## src/rtl/falafel_fifo_arb_pkg.sv

```systemverilog
// Shared types and the round-robin pick helper for the FIFO write arbiter.
package falafel_fifo_arb_pkg;

  // ARB: free round-robin arbitration; LOCKED: a multi-beat packet owns the port.
  typedef enum logic {
    ARB    = 1'b0,
    LOCKED = 1'b1
  } arb_state_e;

  // Widest requester vector the pick helper handles (NUM_REQ must not exceed it).
  localparam int unsigned MAX_REQ       = 32;
  localparam int unsigned MAX_REQ_IDX_W = 5;

  // One-hot grant of the first eligible bit at or above ptr, wrapping at n.
  function automatic logic [MAX_REQ-1:0] rr_pick(
    input logic [MAX_REQ-1:0] eligible,
    input int unsigned        ptr,
    input int unsigned        n
  );
    logic [MAX_REQ-1:0] grant;
    logic               found;
    int unsigned        idx;
    grant = '0;
    found = 1'b0;
    for (int unsigned k = 0; k < MAX_REQ; k++) begin
      idx = ptr + k;
      if (idx >= n) idx = idx - n;
      if (k < n && !found && idx < MAX_REQ && eligible[idx[MAX_REQ_IDX_W-1:0]]) begin
        grant[idx[MAX_REQ_IDX_W-1:0]] = 1'b1;
        found                         = 1'b1;
      end
    end
    return grant;
  endfunction

endpackage

```

## src/rtl/falafel_rr_picker.sv

```systemverilog
// Combinational round-robin picker: one-hot grant plus its binary index.
module falafel_rr_picker
  import falafel_fifo_arb_pkg::*;
#(
  parameter  int NUM_REQ = 4,
  localparam int ID_W    = $clog2(NUM_REQ)
) (
  input  logic [NUM_REQ-1:0] eligible_i,
  input  logic [ID_W-1:0]    ptr_i,
  output logic [NUM_REQ-1:0] grant_o,
  output logic [ID_W-1:0]    grant_idx_o
);

  logic [MAX_REQ-1:0] elig_wide;
  logic [MAX_REQ-1:0] grant_wide;

  // Widen the request vector to the helper's fixed width and scan from the pointer.
  always_comb begin
    elig_wide              = '0;
    elig_wide[NUM_REQ-1:0] = eligible_i;
    grant_wide             = rr_pick(elig_wide, 32'(ptr_i), unsigned'(NUM_REQ));
  end

  assign grant_o = grant_wide[NUM_REQ-1:0];

  generate
    if (NUM_REQ < MAX_REQ) begin : g_pad
      logic unused_hi;
      assign unused_hi = |grant_wide[MAX_REQ-1:NUM_REQ];
    end
  endgenerate

  // Encode the one-hot grant; index is 0 when nothing is granted.
  always_comb begin
    grant_idx_o = '0;
    for (int r = 0; r < NUM_REQ; r++) begin
      if (grant_o[r]) grant_idx_o = ID_W'(r);
    end
  end

endmodule

```

## src/rtl/falafel_fifo_write_arbiter.sv

```systemverilog
// Round-robin, credit-limited sharing of one FIFO write port among NUM_REQ
// requesters; multi-beat packets hold the grant until their last beat.
module falafel_fifo_write_arbiter
  import falafel_fifo_arb_pkg::*;
#(
  parameter  int NUM_REQ  = 4,
  parameter  int DATA_W   = 16,
  parameter  int MAX_CRED = 8,
  localparam int ID_W     = $clog2(NUM_REQ),
  localparam int CRED_W   = $clog2(MAX_CRED + 1)
) (
  input  logic                      clk_i,
  input  logic                      rst_i,
  input  logic [NUM_REQ-1:0]        req_valid_i,
  input  logic [NUM_REQ-1:0]        req_last_i,
  input  logic [NUM_REQ*DATA_W-1:0] req_data_i,
  output logic [NUM_REQ-1:0]        req_ready_o,
  input  logic                      fifo_full_i,
  output logic                      fifo_write_o,
  output logic [ID_W+DATA_W-1:0]    fifo_din_o,
  input  logic                      fifo_empty_i,
  input  logic                      fifo_read_i,
  input  logic [ID_W+DATA_W-1:0]    fifo_dout_i,
  output logic [NUM_REQ*CRED_W-1:0] credit_o,
  output logic                      locked_o
);

  localparam logic [CRED_W-1:0] CRED_MAX = CRED_W'(MAX_CRED);

  arb_state_e        state_q, state_d;
  logic [ID_W-1:0]   owner_q, owner_d;
  logic [ID_W-1:0]   ptr_q, ptr_d;
  logic [CRED_W-1:0] credit_q [NUM_REQ];
  logic [CRED_W-1:0] credit_d [NUM_REQ];

  logic [DATA_W-1:0]  data_arr [NUM_REQ];
  logic [NUM_REQ-1:0] has_credit;
  logic [NUM_REQ-1:0] owner_mask;
  logic [NUM_REQ-1:0] eligible;
  logic [NUM_REQ-1:0] grant;
  logic [NUM_REQ-1:0] cred_inc;
  logic [NUM_REQ-1:0] cred_ovf;
  logic [ID_W-1:0]    grant_idx;
  logic [ID_W-1:0]    head_id;
  logic [DATA_W-1:0]  grant_data;
  logic               accept;
  logic               grant_last;
  logic               pop_valid;
  logic               unused_dout;

  // Only the id field of the FIFO head matters for credit return.
  assign head_id     = fifo_dout_i[ID_W+DATA_W-1 -: ID_W];
  assign unused_dout = ^fifo_dout_i[DATA_W-1:0];
  assign pop_valid   = fifo_read_i && !fifo_empty_i;

  // Per-requester slicing, eligibility terms and credit returns. Head ids at or
  // above NUM_REQ match no requester and so return no credit.
  generate
    for (genvar gi = 0; gi < NUM_REQ; gi++) begin : g_req
      assign data_arr[gi]                  = req_data_i[gi*DATA_W +: DATA_W];
      assign has_credit[gi]                = (credit_q[gi] != '0);
      assign owner_mask[gi]                = (state_q == ARB) || (owner_q == ID_W'(gi));
      assign cred_inc[gi]                  = pop_valid && (head_id == ID_W'(gi));
      assign credit_o[gi*CRED_W +: CRED_W] = credit_q[gi];
    end
  endgenerate

  // Reset gating keeps every output quiet while rst_i is high, even with valids up.
  assign eligible = req_valid_i & has_credit & owner_mask &
                    {NUM_REQ{!fifo_full_i && !rst_i}};

  falafel_rr_picker #(
    .NUM_REQ (NUM_REQ)
  ) u_picker (
    .eligible_i  (eligible),
    .ptr_i       (ptr_q),
    .grant_o     (grant),
    .grant_idx_o (grant_idx)
  );

  assign accept     = |grant;
  assign grant_last = |(grant & req_last_i);

  // Select the granted beat (grant is one-hot) and drive the write port.
  always_comb begin
    grant_data = '0;
    for (int r = 0; r < NUM_REQ; r++) begin
      if (grant[r]) grant_data = grant_data | data_arr[r];
    end
    req_ready_o  = grant;
    fifo_write_o = accept;
    fifo_din_o   = accept ? {grant_idx, grant_data} : '0;
  end

  assign locked_o = (state_q == LOCKED);

  // Packet lock FSM and round-robin pointer, which advances only when a packet ends.
  always_comb begin
    state_d = state_q;
    owner_d = owner_q;
    ptr_d   = ptr_q;
    case (state_q)
      ARB: begin
        if (accept && !grant_last) begin
          state_d = LOCKED;
          owner_d = grant_idx;
        end
      end
      LOCKED: begin
        if (accept && grant_last) state_d = ARB;
      end
      default: state_d = ARB;
    endcase
    if (accept && grant_last) begin
      ptr_d = (grant_idx == ID_W'(NUM_REQ - 1)) ? '0 : grant_idx + 1'b1;
    end
  end

  // Credit next-state: push consumes one, pop of a matching head returns one.
  always_comb begin
    cred_ovf = '0;
    for (int r = 0; r < NUM_REQ; r++) begin
      credit_d[r] = credit_q[r];
      if (grant[r] && !cred_inc[r]) begin
        credit_d[r] = credit_q[r] - 1'b1;
      end else if (cred_inc[r] && !grant[r]) begin
        if (credit_q[r] == CRED_MAX) cred_ovf[r] = 1'b1;
        else                         credit_d[r] = credit_q[r] + 1'b1;
      end
    end
  end

  // State, owner, pointer and credit registers.
  always_ff @(posedge clk_i or posedge rst_i) begin
    if (rst_i) begin
      state_q <= ARB;
      owner_q <= '0;
      ptr_q   <= '0;
      for (int r = 0; r < NUM_REQ; r++) credit_q[r] <= CRED_MAX;
    end else begin
      state_q  <= state_d;
      owner_q  <= owner_d;
      ptr_q    <= ptr_d;
      credit_q <= credit_d;
    end
  end

  // A credit return at MAX_CRED means the consumer popped something never pushed.
  assert property (@(posedge clk_i) disable iff (rst_i) cred_ovf == '0);

endmodule

```

## config.mk

```make
export PLATFORM = sky130hd
export DESIGN_NAME = falafel_fifo_write_arbiter
export DESIGN_NICKNAME = d
export VERILOG_FILES = /design/src/rtl/falafel_fifo_arb_pkg.sv /design/src/rtl/falafel_rr_picker.sv /design/src/rtl/falafel_fifo_write_arbiter.sv
export SDC_FILE = /design/constraint.sdc
export NUM_CORES = 1
export LEC_CHECK = 0
export ABC_CLOCK_PERIOD_IN_PS = 4500
export BUFFER_PORTS_ARGS = -buffer_cell sky130_fd_sc_hd__buf_4
export CORE_UTILIZATION = 44
export CTS_CLUSTER_SIZE = 24
export DETAILED_ROUTE_END_ITERATION = 6
export PLACE_DENSITY = 0.81
export SETUP_SLACK_MARGIN = 0.1
export SYNTH_ARGS = -nofsm -noshare
export SYNTH_HDL_FRONTEND = slang
export SYNTH_SLANG_ARGS = --single-unit
export TNS_END_PERCENT = 1
```

## constraint.sdc

```tcl
create_clock -name clk_i -period 4.5 [get_ports clk_i]
set_input_delay 0 -clock clk_i [delete_from_list [all_inputs] [get_ports clk_i]]
set_output_delay 0 -clock clk_i [all_outputs]
set_load 0.01 [all_outputs]
```

==> summary.md <==
| Metric | Value |
|---|---|
| Final period util | 0.807 |
| Hold Crit Class | primary input to flop |
| Max-slew violations | 0 |
| Final hold viol count | 0 |
| Pleak | 0.00166 uW |
| R2r setup slk | 0.87 ns |
| Number of global-route vias before repair | 2293 |
| GPL Wtd Cong | 0.880 |
| Post-Syn Nets | 370 |
| Post-layout minimum cycle time | 3.63 ns |
| Clock latency on the worst-skew pair | 0.26 ns |
| Final setup TNS | 0 ns |
| DR WL/cell | 14.9 um |
| Worst path slowest cell | dfrtp_1 |
| Yosys cell types | 51 |
| Register bit total from synthesis | 21 |
| Drt first pass iters | 4 |
| Cell family with most CP delay | compound AO/OA/AOI/OAI gates |
| CP max FO | 8 |
| Clock transition at path regs | 0.08 ns |
| I/O pin count | 135 |
| Share of layout cells above drive strength 1 | 0.407 |
| Critical R2R Capture | credit_o[15]$_DFFE_PP1P_ |
| CTS max path bufs | 2 |
| DRC viols | 0 |
| F_max | 276 MHz |
| Most frequent cells in the layout | buf_4, a22oi_1, nand2_1 |
| Met2 Track Usage GR | 0.398 |
| DIE AREA | 0.00538 mm2 |
| Synthesized area per cell | 8.89 um2 |
| Hold path cells | 4 |
| Ant diodes | 0 |
| Async SR Flop Fraction | 1.00 |
| Die height | 73.4 um |
| Port Buffers | 118 |
| Max-Cap Viols | 0 |
| Initial DRC count | 158 |
| Number of flops mapped to enable cells by yosys | 0 |
| Worst hold start | req_last_i[3] |
| CTS sink cnt | 21 |
| Critical Path, Cell by Cell | nor3b_2 > nand3_1 > and3_1 > a21oi_2 > mux2_2 > a221o_1 > ha_1 > ha_1 > a21o_1 > a21oi_1 > xnor2_1 > nand2_1 > xnor2_1 |
| WP data arrival | 3.83 ns |
| GRT busiest layer | met2 |
| CP Class | flop to flop |
| Worst slew pin tran | 0.805 ns |
| Total CTS buffers | 3 |
| WHS Endpoint | owner_q[0]$_DFFE_PP0P_ |
| Fillers | 414 |
| Synth-to-layout area growth | 45.7% |
| Status | finished clean |
| Hold slack | 0.157 ns |
| PwrDens | 766 mW/mm2 |
| Die Wd | 73.4 um |
| H-tree depth | 1 |
| Starting density of the core | 0.465 |
| Synth warnings | 0 |
| Gate count of the mapped netlist | 252 |
| Met1 Use GR | 0.311 |
| Setup Buffers After CTS | 0 |
| Crit path buf inv count | 0 |
| GRT Overall Usage | 0.232 |
| Placeable Area | 0.00482 mm2 |
| M3 GR Usage | 0.0247 |
| Worst Setup Start Kind | flop |
| Detailed placer's ending HPWL | 5280 um |
| R2R cell count | 13 |
| Num rows | 25 |
| Final setup viols | 0 |
| Vias | 2391 |
| Final wirelength | 6550 um |
| Final ANT Viol Nets | 0 |
| CTS tree | yes |
| Most common cell after layout, fill and taps aside | buf_4 |
| Most frequently used flop master after synthesis | dfrtp_1 |
| Vias/cell | 5.46 |
| Initial antenna violation count | 0 |
| Max IR drop VDD | 0.426 mV |
| Synth Cell Area | 0.00224 mm2 |
| CP Capture Type | flop |
| Root Driver | clkbuf_8 |
| RR Startpoint | ptr_q[0]$_DFFE_PP0P_ |
| Crit path required time | 4.70 ns |
| Slew Limit Headroom | 0.463 |
| Unrepaired setup endpoints after global routing | false |
| CP peak stage delay | 0.50 ns |
| Final Skew | 0.00143 ns |
| Largest net degree at the start of global routing | 22 |
| Nets | 490 |
| Worst Setup SP | ptr_q[0]$_DFFE_PP0P_ |
| Grt total ovfl | 0 |
| First-pass GRT wire length | 9950 um |
| Sequential share of the synthesized area | 0.237 |
synthesized netlist by cell type, types with 2 or more instances:
cell,instances,area share
a211oi_2,2,0.011
a21o_1,9,0.030
a21oi_1,11,0.025
a21oi_2,2,0.0078
a221o_1,3,0.013
a22oi_1,35,0.12
and3_1,2,0.0056
buf_1,2,0.0034
buf_2,4,0.0089
clkbuf_1,2,0.0034
dfrtp_1,17,0.19
dfstp_2,4,0.047
fa_1,4,0.036
ha_1,19,0.11
inv_1,19,0.032
mux2_1,2,0.010
mux2_2,4,0.020
mux2i_1,3,0.013
nand2_1,34,0.057
nand2b_1,2,0.0056
nand3_1,2,0.0045
nor2_1,4,0.0067
nor2b_1,3,0.0084
nor3_1,5,0.011
nor3b_1,5,0.017
nor3b_2,2,0.011
o211ai_2,2,0.011
o21a_1,2,0.0067
o21ai_0,10,0.022
o41a_1,2,0.010
or3_1,2,0.0056
xnor2_1,10,0.039
xor2_1,5,0.020
power breakdown:
part	internal, uW	switching [uW]	total [uW]
sequential	297	151	448
clock	62.6	65.8	128
combinational	946	979	1920
area by class of cell:
cell class / instances / area, um2 / share of cell area
Multi-Input combinational cell: 204 / 1600 / 0.491
Timing Repair Buffer: 123 / 926 / 0.284
Sequential cell: 21 / 531 / 0.163
Tap cell: 67 / 83.8 / 0.0257
Inverter: 19 / 71.3 / 0.0218
Clock buffer: 3 / 41.3 / 0.0126
Clock inverter: 1 / 7.51 / 0.00230
logic make-up after synthesis:
kind of cell,after synthesis,share of synthesized area
AO/OA/AOI/OAI,88,0.306
XOR/XNOR,15,0.0586
adder cells (fa/ha/maj),23,0.142
buffers and inverters,27,0.0475
flip-flops,21,0.237
multiplexers,9,0.0435
AND/OR/NAND/NOR,69,0.166
how the worst max path moves through the flow:
stage                                    end  slack [ns]  cells past startpoint
global placement      owner_q[1]$_DFFE_PP0P_        0.95                     10
CTS                 credit_o[15]$_DFFE_PP1P_        0.87                     13
detailed placement  credit_o[15]$_DFFE_PP1P_        0.90                     13
floorplan           credit_o[11]$_DFFE_PP1P_        0.75                     14
global route        credit_o[15]$_DFFE_PP1P_        0.62                     13
finish              credit_o[15]$_DFFE_PP1P_        0.87                     13
sequential cells by signal, summed over array words and instances (netlist names), named ones only:
signal / flops
credit_o: 16
owner_q: 2
ptr_q: 2
stage by stage:
step                instance area (um2)  cells  setup slack (ns)  total power [uW]   util
floorplan                          2240    252             0.747              1630      -
global placement                   3210    433             0.954              2320  0.665
detailed placement                 3210    433             0.898              2380  0.665
CTS                                3260    438             0.869              2510  0.678
global route                       3260    438             0.621              2730  0.678
finish                             3260    438             0.870              2500  0.678
tightest hold or removal path, stage by stage:
cell	delay, ns
buf_4	0.09
nand2_1	0.07
nand4b_2	0.11
mux2_1	0.13
metal layers:
metal | part of all wire | wire, um
met5 | 0 | 0
met4 | 0.012 | 80
met3 | 0.050 | 329
met2 | 0.49 | 3230
met1 | 0.44 | 2910
timing repair:
action	4_1_cts	5_1_grt
hold buffers	1	0
endpoints found under the hold margin	17	0
resized for setup	0	0
Note: power is estimated with default switching activity, not from simulation.
